**src/rtl/fetch_queue.sv**
```systemverilog
// Purpose : instruction fetch stage; issues word addresses, tracks the 1-cycle memory read, queues {pc, inst}.
// Latency : issue-to-visible 2 edges (1 cycle combinational bypass when FETCH_BYPASS_EN is defined).
// Backpr. : issue stalls when queued + in-flight words reach DEPTH, so a returning word always has a slot.
//
// Ports:
//   clk, rst            single clock; asynchronous active-low reset
//   imem_addr           word address to instruction memory (straight from the pc register)
//   imem_data           memory read data, valid the cycle after imem_addr is sampled
//   redirect/redirect_pc  flush and restart fetch at redirect_pc (highest priority)
//   inst_valid/inst_ready/inst_data/inst_pc  head-of-queue handshake to decode; data/pc are 0 when not valid
//
// Optional feature: define FETCH_BYPASS_EN to present a returning word directly when the queue is empty.
module fetch_queue #(
    parameter int            AW       = 16,
    parameter int            DW       = 32,
    parameter int            DEPTH    = 4,
    parameter logic [AW-1:0] RESET_PC = '0
) (
    input  logic          clk,
    input  logic          rst,
    output logic [AW-1:0] imem_addr,
    input  logic [DW-1:0] imem_data,
    input  logic          redirect,
    input  logic [AW-1:0] redirect_pc,
    output logic          inst_valid,
    input  logic          inst_ready,
    output logic [DW-1:0] inst_data,
    output logic [AW-1:0] inst_pc
);

    localparam int PW = $clog2(DEPTH);
    localparam int CW = PW + 1;

    logic [AW-1:0] pc_q, pc_d;
    logic          inf_q, inf_d;
    logic [AW-1:0] inf_pc_q, inf_pc_d;
    logic [PW-1:0] rd_ptr_q, rd_ptr_d;
    logic [PW-1:0] wr_ptr_q, wr_ptr_d;
    logic [CW-1:0] count_q, count_d;

    logic [AW-1:0] fifo_pc_q  [DEPTH];
    logic [DW-1:0] fifo_dat_q [DEPTH];

    logic          has_data;
    logic          byp_vld;
    logic          byp_take;
    logic          pop;
    logic          push;
    logic          issue;
    logic [CW:0]   occupancy;

    always_comb begin
        has_data = (count_q != '0);
`ifdef FETCH_BYPASS_EN
        // Word arriving from memory into an empty queue is shown to decode in the same cycle.
        byp_vld  = !has_data && inf_q && !redirect;
`else
        byp_vld  = 1'b0;
`endif
        byp_take = byp_vld && inst_ready;

        inst_valid = (has_data && !redirect) || byp_vld;
        inst_data  = '0;
        inst_pc    = '0;
        if (has_data && !redirect) begin
            inst_data = fifo_dat_q[rd_ptr_q];
            inst_pc   = fifo_pc_q[rd_ptr_q];
        end else if (byp_vld) begin
            inst_data = imem_data;
            inst_pc   = inf_pc_q;
        end

        pop  = has_data && !redirect && inst_ready;
        // A bypassed word that decode takes never enters the queue.
        push = inf_q && !redirect && !byp_take;

        // Credit counts the in-flight word but not a same-cycle pop, so a push never meets a full queue.
        occupancy = {1'b0, count_q} + (CW+1)'(inf_q);
        issue     = !redirect && (occupancy < (CW+1)'(DEPTH));
    end

    always_comb begin
        pc_d     = pc_q;
        inf_d    = 1'b0;
        inf_pc_d = inf_pc_q;
        rd_ptr_d = rd_ptr_q;
        wr_ptr_d = wr_ptr_q;
        count_d  = count_q;
        if (redirect) begin
            // Flush: the in-flight word is dropped by clearing inf.
            pc_d     = redirect_pc;
            rd_ptr_d = '0;
            wr_ptr_d = '0;
            count_d  = '0;
        end else begin
            if (issue) begin
                pc_d     = pc_q + AW'(1);
                inf_d    = 1'b1;
                inf_pc_d = pc_q;
            end
            if (push) begin
                wr_ptr_d = wr_ptr_q + PW'(1);
            end
            if (pop) begin
                rd_ptr_d = rd_ptr_q + PW'(1);
            end
            case ({push, pop})
                2'b10:   count_d = count_q + CW'(1);
                2'b01:   count_d = count_q - CW'(1);
                default: count_d = count_q;
            endcase
        end
    end

    always_ff @(posedge clk or negedge rst) begin
        if (!rst) begin
            pc_q     <= RESET_PC;
            inf_q    <= 1'b0;
            inf_pc_q <= '0;
            rd_ptr_q <= '0;
            wr_ptr_q <= '0;
            count_q  <= '0;
        end else begin
            pc_q     <= pc_d;
            inf_q    <= inf_d;
            inf_pc_q <= inf_pc_d;
            rd_ptr_q <= rd_ptr_d;
            wr_ptr_q <= wr_ptr_d;
            count_q  <= count_d;
        end
    end

    // Queue storage needs no reset: count_q alone decides what is visible.
    always_ff @(posedge clk) begin
        if (push) begin
            fifo_pc_q[wr_ptr_q]  <= inf_pc_q;
            fifo_dat_q[wr_ptr_q] <= imem_data;
        end
    end

    assign imem_addr = pc_q;

endmodule
```
**config.mk**
```make
export PLATFORM = sky130hd
export DESIGN_NAME = fetch_queue
export DESIGN_NICKNAME = d
export VERILOG_FILES = /design/src/rtl/fetch_queue.sv
export SDC_FILE = /design/constraint.sdc
export NUM_CORES = 1
export LEC_CHECK = 0
export ABC_AREA = 1
export CORE_MARGIN = 4
export CORE_UTILIZATION = 28
export DETAILED_ROUTE_END_ITERATION = 10
export GPL_TIMING_DRIVEN = 1
export RECOVER_POWER = 50
export SYNTH_ARGS = -nofsm -noshare
export SYNTH_HDL_FRONTEND = slang
export SYNTH_SLANG_ARGS = --single-unit
```
**constraint.sdc**
```tcl
create_clock -name clk -period 3.5 [get_ports clk]
set_clock_uncertainty 0.05 [all_clocks]
set_input_delay 1.05 -clock clk [delete_from_list [all_inputs] [get_ports clk]]
set_output_delay 1.05 -clock clk [all_outputs]
set_load 0.01 [all_outputs]
```
==> metrics, run 1 <==
most area-hungry cell type in the Yosys netlist=edfxtp_1; worst path bufs/invs=5; post-synthesis sequential area ratio=0.7040; gr usage total=0.1215; FF-to-FF Start=count_q[1]; Mapped Area=9612 um^2; Synth cell types=34; Min-Delay Path Class=reg2reg; Pint=5.328 mW; Residual DRC=0; Final Max Tran Viols=32; post-synthesis register bit count=232; Hold Path Sink=fifo_pc_q[2][4]; GRT met1 Usage=0.1659; chip height=193.3 um; Max-cap violations=1; Crit Path Max Fanout=10; DP Area=11,410 um^2; top post-synthesis cells by area=edfxtp_1 60%, dfrtp_1 10%, nor2_1 8.7%, o21ai_0 5.9%, nand2_1 3.7%; # IOs=117; clk root buf=clkbuf_16; htree depth=1; run status=finished, violations left; Seq. cell area=6774 um^2; Hold Vio Cnt, Final=0; Vias/cell=4.484; r2r endpoint=count_q[2]; CTS max path bufs=3; Final ANT Viol Nets=0; startpoint type of the worst setup path=input pin; syn_nets=910; Avg Inst Size Synth=11.28 um^2; top post-synthesis cells by count=223 x nor2_1, 192 x edfxtp_1, 113 x o21ai_0; FILL cells=3,368; failing checks=capacitance limit, slew limit; core area=33,700 um^2; Die Width=193.3 um; layout cells sized above 1=0.08609; slowest CP cell=clkdlybuf4s25_1; area of the multi-input gates=2517 um^2; Least-Margin Pin Slew=1.812 ns; fmax=303.9 MHz; CP Capture Type=output pin; WS Path Type=in2out; Worst Reg-to-Reg Cells=10; Tmin final=3.290 ns; peak supply drop=0.3010 mV; met3 usage=0.02418; number of global-route vias before repair=6,896; Synth top area share=0.5998; delay-heaviest family, CP=buffers and inverters; DR vias=6,488; CTS Buf Count=26; wire per inst=16.13 um; Leak Pwr=4.631 nW; num rows=67; final core utilization=0.3627; Slew headroom=-0.2077; clk slew on worst S/H paths=0.06 ns; remaining global-route overflow=0; synthesized instance count=852; Worst Hold Launch=inf_pc_q[4]; pin count of the biggest net entering global routing=65; WP data arrival=2.19 ns; combinational share of power=0.198; clock tree from TritonCTS=yes; Seq pwr share=0.464; final wirelength=23.33 mm; Yosys warnings=0; switch share=0.2833; Cell Pwr Density=608.3 nW/um^2; Initial Util=0.2852; Post-synth EDFFs=192; number of I/O port buffers=116; Sink Count=232; GR peak layer=met2; Nets=1,039; Hold Crit Depth=0; setup slack, reg-to-reg=1.51 ns; switching pwr=2.106 mW; worst path required time=2.40 ns; Initial DRT Pass Iterations=4; clock latency on the worst-skew pair=0.52 ns; hpwl dp=14.22 mm; 1st-iter DRT viols=313; GPL Wtd Cong=0.7752; ant diodes=0; Die ar.=37,360 um^2; clock power share=0.338; Top FF cell, synth=edfxtp_1; instance count on the critical path=7; Area Growth Syn to Fin=27.17%; Total Neg Setup Slack=0 ns; Async S/R FF share, synth=0.1724; fin area=12,220 um^2; Setup-failing EPs final=0; most frequent cell after synthesis=nor2_1; worst stage delay on the critical path=0.28 ns; crit share post-route=0.9401; RSZ-0062 raised after global routing=false; crit path cell chain=clkdlybuf4s25_1 -> inv_4 -> nand2_4 -> buf_12 -> buf_4 -> a21oi_1 -> clkdlybuf4s15_1; initial antenna violation count=0; first-pass GRT wire length=37.66 mm; met2 usage=0.2029
==> cell type report <==
type / count / area share
multi-input combinational: 544 / 0.2060
tap: 448 / 0.04586
sequential: 232 / 0.5542
timing repair buffer: 144 / 0.1176
clock inverter: 8 / 0.003787
clock buffer: 38 / 0.06193
inverter: 33 / 0.01065
==> placed cells by master, fill, tap and decap left out, types with 3 or more instances in the layout <==
cell,netlist,layout
clkinvlp_4,0,4
a21oi_1,50,47
buf_4,5,12
o21ai_1,6,5
xor2_1,4,4
o211ai_1,3,3
buf_6,4,3
nand4_1,3,3
nor2_1,223,220
a21oi_2,1,4
inv_1,28,28
nor2_4,2,5
o21bai_1,5,5
clkdlybuf4s50_1,0,33
dlygate4sd2_1,0,43
dlygate4sd3_1,0,32
clkbuf_1,17,11
dfrtp_1,40,38
edfxtp_1,192,192
nand3_1,19,19
o21ai_0,113,114
nor3_1,3,3
nand2_1,95,95
buf_12,0,9
nand2_4,4,4
clkbuf_8,0,4
ha_1,5,5
clkinv_1,0,3
clkbuf_16,0,28
==> routing by layer <==
metal / part of all wire / wire length (um)
met2: 0.47 / 11050
met3: 0.054 / 1251
met5: 0 / 0
met4: 0.015 / 359
met1: 0.46 / 10670
==> kinds of logic (layout without fill, tap and decap cells) <==
group / after synthesis / in the layout / synth area share
DFF: 232 / 232 / 0.7040
adders and majority gates: 6 / 6 / 0.008592
xor gates and xnor gates: 5 / 5 / 0.004556
buffers and inverters: 76 / 223 / 0.03762
and+or+nand+nor: 351 / 351 / 0.1470
AOI/OAI and AO/OA: 182 / 182 / 0.09828
==> through the flow <==
step                      power (mW)  hold WS (ns)  cells  worst slack (ns)
final                          7.435        0.4768   1447            0.2098
after floorplan                4.289        0.4263    852           -0.2700
after global placement         5.016        0.4537   1395           -0.3894
after global routing           7.860        0.5018   1447           0.07711
after CTS                      7.523        0.4786   1443           -0.1812
after detailed placement       5.039        0.4639   1395           -0.3982
==> flip-flops by register name (all words and copies together), names as in the netlist <==
signal and flops:
count_q 3, fifo_dat_q 128, fifo_pc_q 64, imem_addr 16, inf_pc_q 16, inf_q 1, rd_ptr_q 2, wr_ptr_q 2
==> power groups by stage <==
| stage | clock network [mW] | logic, mW | registers [mW] |
|---|---|---|---|
| 3_5_place_dp | 0 | 1.52 | 3.52 |
| 5_1_grt | 2.71 | 1.66 | 3.48 |
| 4_1_cts | 2.59 | 1.47 | 3.46 |
| 3_3_place_gp | 0 | 1.50 | 3.51 |
| 2_1_floorplan | 0 | 0.835 | 3.45 |
| 6_report | 2.51 | 1.47 | 3.45 |
==> worst max-delay path by stage <==
| stage | from | endpoint | slack, ns |
|---|---|---|---|
| after floorplan | redirect | fifo_dat_q[0][0] | -0.27 |
| after global placement | redirect | inst_pc[6] | -0.39 |
| after detailed placement | redirect | inst_pc[6] | -0.40 |
| after CTS | redirect | inst_pc[12] | -0.18 |
| after global routing | rd_ptr_q[0] | inst_data[28] | 0.08 |
| final | redirect | inst_data[0] | 0.21 |
==> repair_timing <==
action / 4_1_cts / 5_1_grt
pin swaps: 0 / 1
resized for setup: 55 / 10
setup buffers: 2 / 3
setup endpoints to repair: 49 / 24
hold buffers: 0 / 0
cloned: 0 / 1
(Power assumes the default switching activity.)
==> run 2: changes to the inputs <==
Settings changed: PLACE_DENSITY_LB_ADDON from default to 0.15.
==> metrics, run 2 (synthesis results as in run 1) <==
run status=finished, violations left; failing checks=capacitance limit, slew limit; num rows=67; DR vias=6,448; met2 routed WL=11.60 mm; Tmin final=3.438 ns; Total Neg Setup Slack=0 ns; clock latency on the worst-skew pair=0.51 ns; hpwl dp=14.02 mm; Hold Crit Depth=0; Nets=1,040; gr usage total=0.1292; peak supply drop=0.3027 mV; GPL Wtd Cong=0.7250; worst stage delay on the critical path=0.56 ns; Min-Delay Path Class=reg2reg; Final ANT Viol Nets=0; CTS max path bufs=3; Setup-failing EPs final=0; ant diodes=0; fmax=290.8 MHz; Die Width=193.3 um; Initial DRT Pass Iterations=4; worst path bufs/invs=4; slowest CP cell=clkdlybuf4s50_1; core area=33,700 um^2; Hold Vio Cnt, Final=0; Final Max Tran Viols=37; Max-cap violations=1; CTS Buf Count=27; startpoint type of the worst setup path=input pin; RSZ-0062 raised after global routing=false; WP data arrival=2.34 ns; max layer used=met4; pin count of the biggest net entering global routing=50; metal3 WL=1.054 mm; clock tree from TritonCTS=yes; routed length on met1=11.95 mm; Hold Path Sink=fifo_pc_q[1][8]; worst path required time=2.40 ns; layout cells sized above 1=0.08300; fin area=12,300 um^2; remaining global-route overflow=0; crit path cell chain=dlygate4sd2_1 -> inv_4 -> nand2_2 -> buf_12 -> a21oi_2 -> clkdlybuf4s50_1; # hold bufs at CTS=0; WS Path Type=in2out; final core utilization=0.3649; CP Capture Type=output pin; number of I/O port buffers=116; r2r endpoint=imem_addr[4]; wire per inst=17.21 um; crit share post-route=0.9824; FF-to-FF Start=inf_q; chip height=193.3 um; 1st-iter DRT viols=261; Worst Reg-to-Reg Cells=6; Cell Pwr Density=610.2 nW/um^2; final wirelength=24.92 mm; Crit Path Max Fanout=12; clk root buf=clkbuf_16; setup slack, reg-to-reg=1.49 ns; Slew headroom=-0.4669; initial antenna violation count=0; Die ar.=37,360 um^2; Least-Margin Pin Slew=2.200 ns; Worst Hold Launch=inf_pc_q[8]; # IOs=117; number of global-route vias before repair=6,515; Vias/cell=4.453; hold_ws=0.4743 ns; delay-heaviest family, CP=buffers and inverters; biggest regs=fifo_dat_q: 128 flops, fifo_pc_q: 64 flops; Sink Count=232; Initial Util=0.2852; htree depth=1; first-pass GRT wire length=38.53 mm; most common cell after layout, fill and taps aside=nor2_1; most frequent cells in the layout=220 x nor2_1, 192 x edfxtp_1, 114 x o21ai_0, 96 x nand2_1, 44 x a21oi_1; clk slew on worst S/H paths=0.06 ns; DP Area=11,420 um^2; max reg flops=128; register bank with the most flops=fifo_dat_q; Area Growth Syn to Fin=27.92%; Leak Pwr=4.633 nW; Residual DRC=0
[run 2: changes by cell type in the layout (fill, tap and decap cells not counted), moves of 3 or more]
cell,before,now
clkbuf_1,11,14
a21oi_1,47,44
clkdlybuf4s15_1,1,10
clkinv_2,1,5
clkbuf_8,4,0
a21oi_2,4,7
dlygate4sd2_1,43,33
buf_6,3,0
clkinvlp_4,4,0
bufbuf_16,0,3
clkdlybuf4s50_1,33,37
[run 2: routing by layer]
metal  track usage  up-vias
li1              -     3204
met4       0.02544        0
met1        0.1799     3076
met3       0.02383       27
met2        0.2137      141
met5             0        -
[run 2: repair_timing]
action / in CTS / in global routing
gates resized for setup: 64 / 3
gates cloned: 3 / 1
setup endpoints to repair: 49 / 5
setup buffers: 2 / 0
[run 2: layout make-up]
cell class	count	area [um^2]
fillers	3390	21400
flip-flops and latches	232	6771
multi-input cells	544	2516
repair buffers	144	1548
clock buffers	36	709.4
well taps	448	560.5
inverters	33	132.6
clock inverters	11	57.56
[run 2: through the flow]
| stage | cells | worst slack, ns | total power [mW] |
|---|---|---|---|
| after detailed placement | 1395 | -0.3325 | 5.072 |
| after global routing | 1448 | 0.006288 | 7.940 |
| after floorplan | 852 | -0.2700 | 4.289 |
| final | 1448 | 0.06162 | 7.503 |
| after global placement | 1395 | -0.3262 | 5.068 |
| after CTS | 1447 | 0.03289 | 7.635 |
[run 2: worst max-delay path by stage]
stage / from / endpoint / slack [ns] / depth (start not counted)
after CTS: redirect / inst_data[4] / 0.03 / 6
after global placement: redirect / inst_pc[8] / -0.33 / 7
after floorplan: redirect / fifo_dat_q[0][0] / -0.27 / 3
after detailed placement: redirect / inst_pc[8] / -0.33 / 7
after global routing: redirect / inst_pc[6] / 0.006 / 6
final: redirect / inst_pc[9] / 0.06 / 6
[run 2: worst reg2reg max path, stage by stage (launching register included)]
cell     delay (ns)
dfrtp_1        0.47
nand3_2        0.14
nand2_4        0.09
inv_4          0.09
nand2_1        0.57
nor3_1         0.41
nor2_1         0.09
[run 2: report_power, final]
group | leakage (nW) | internal, mW | total (mW) | switching, mW
clock | 0.377 | 1.41 | 2.46 | 1.04
sequential | 2.24 | 3.27 | 3.44 | 0.180
combinational | 2.02 | 0.657 | 1.60 | 0.943
total | 4.63 | 5.34 | 7.50 | 2.17
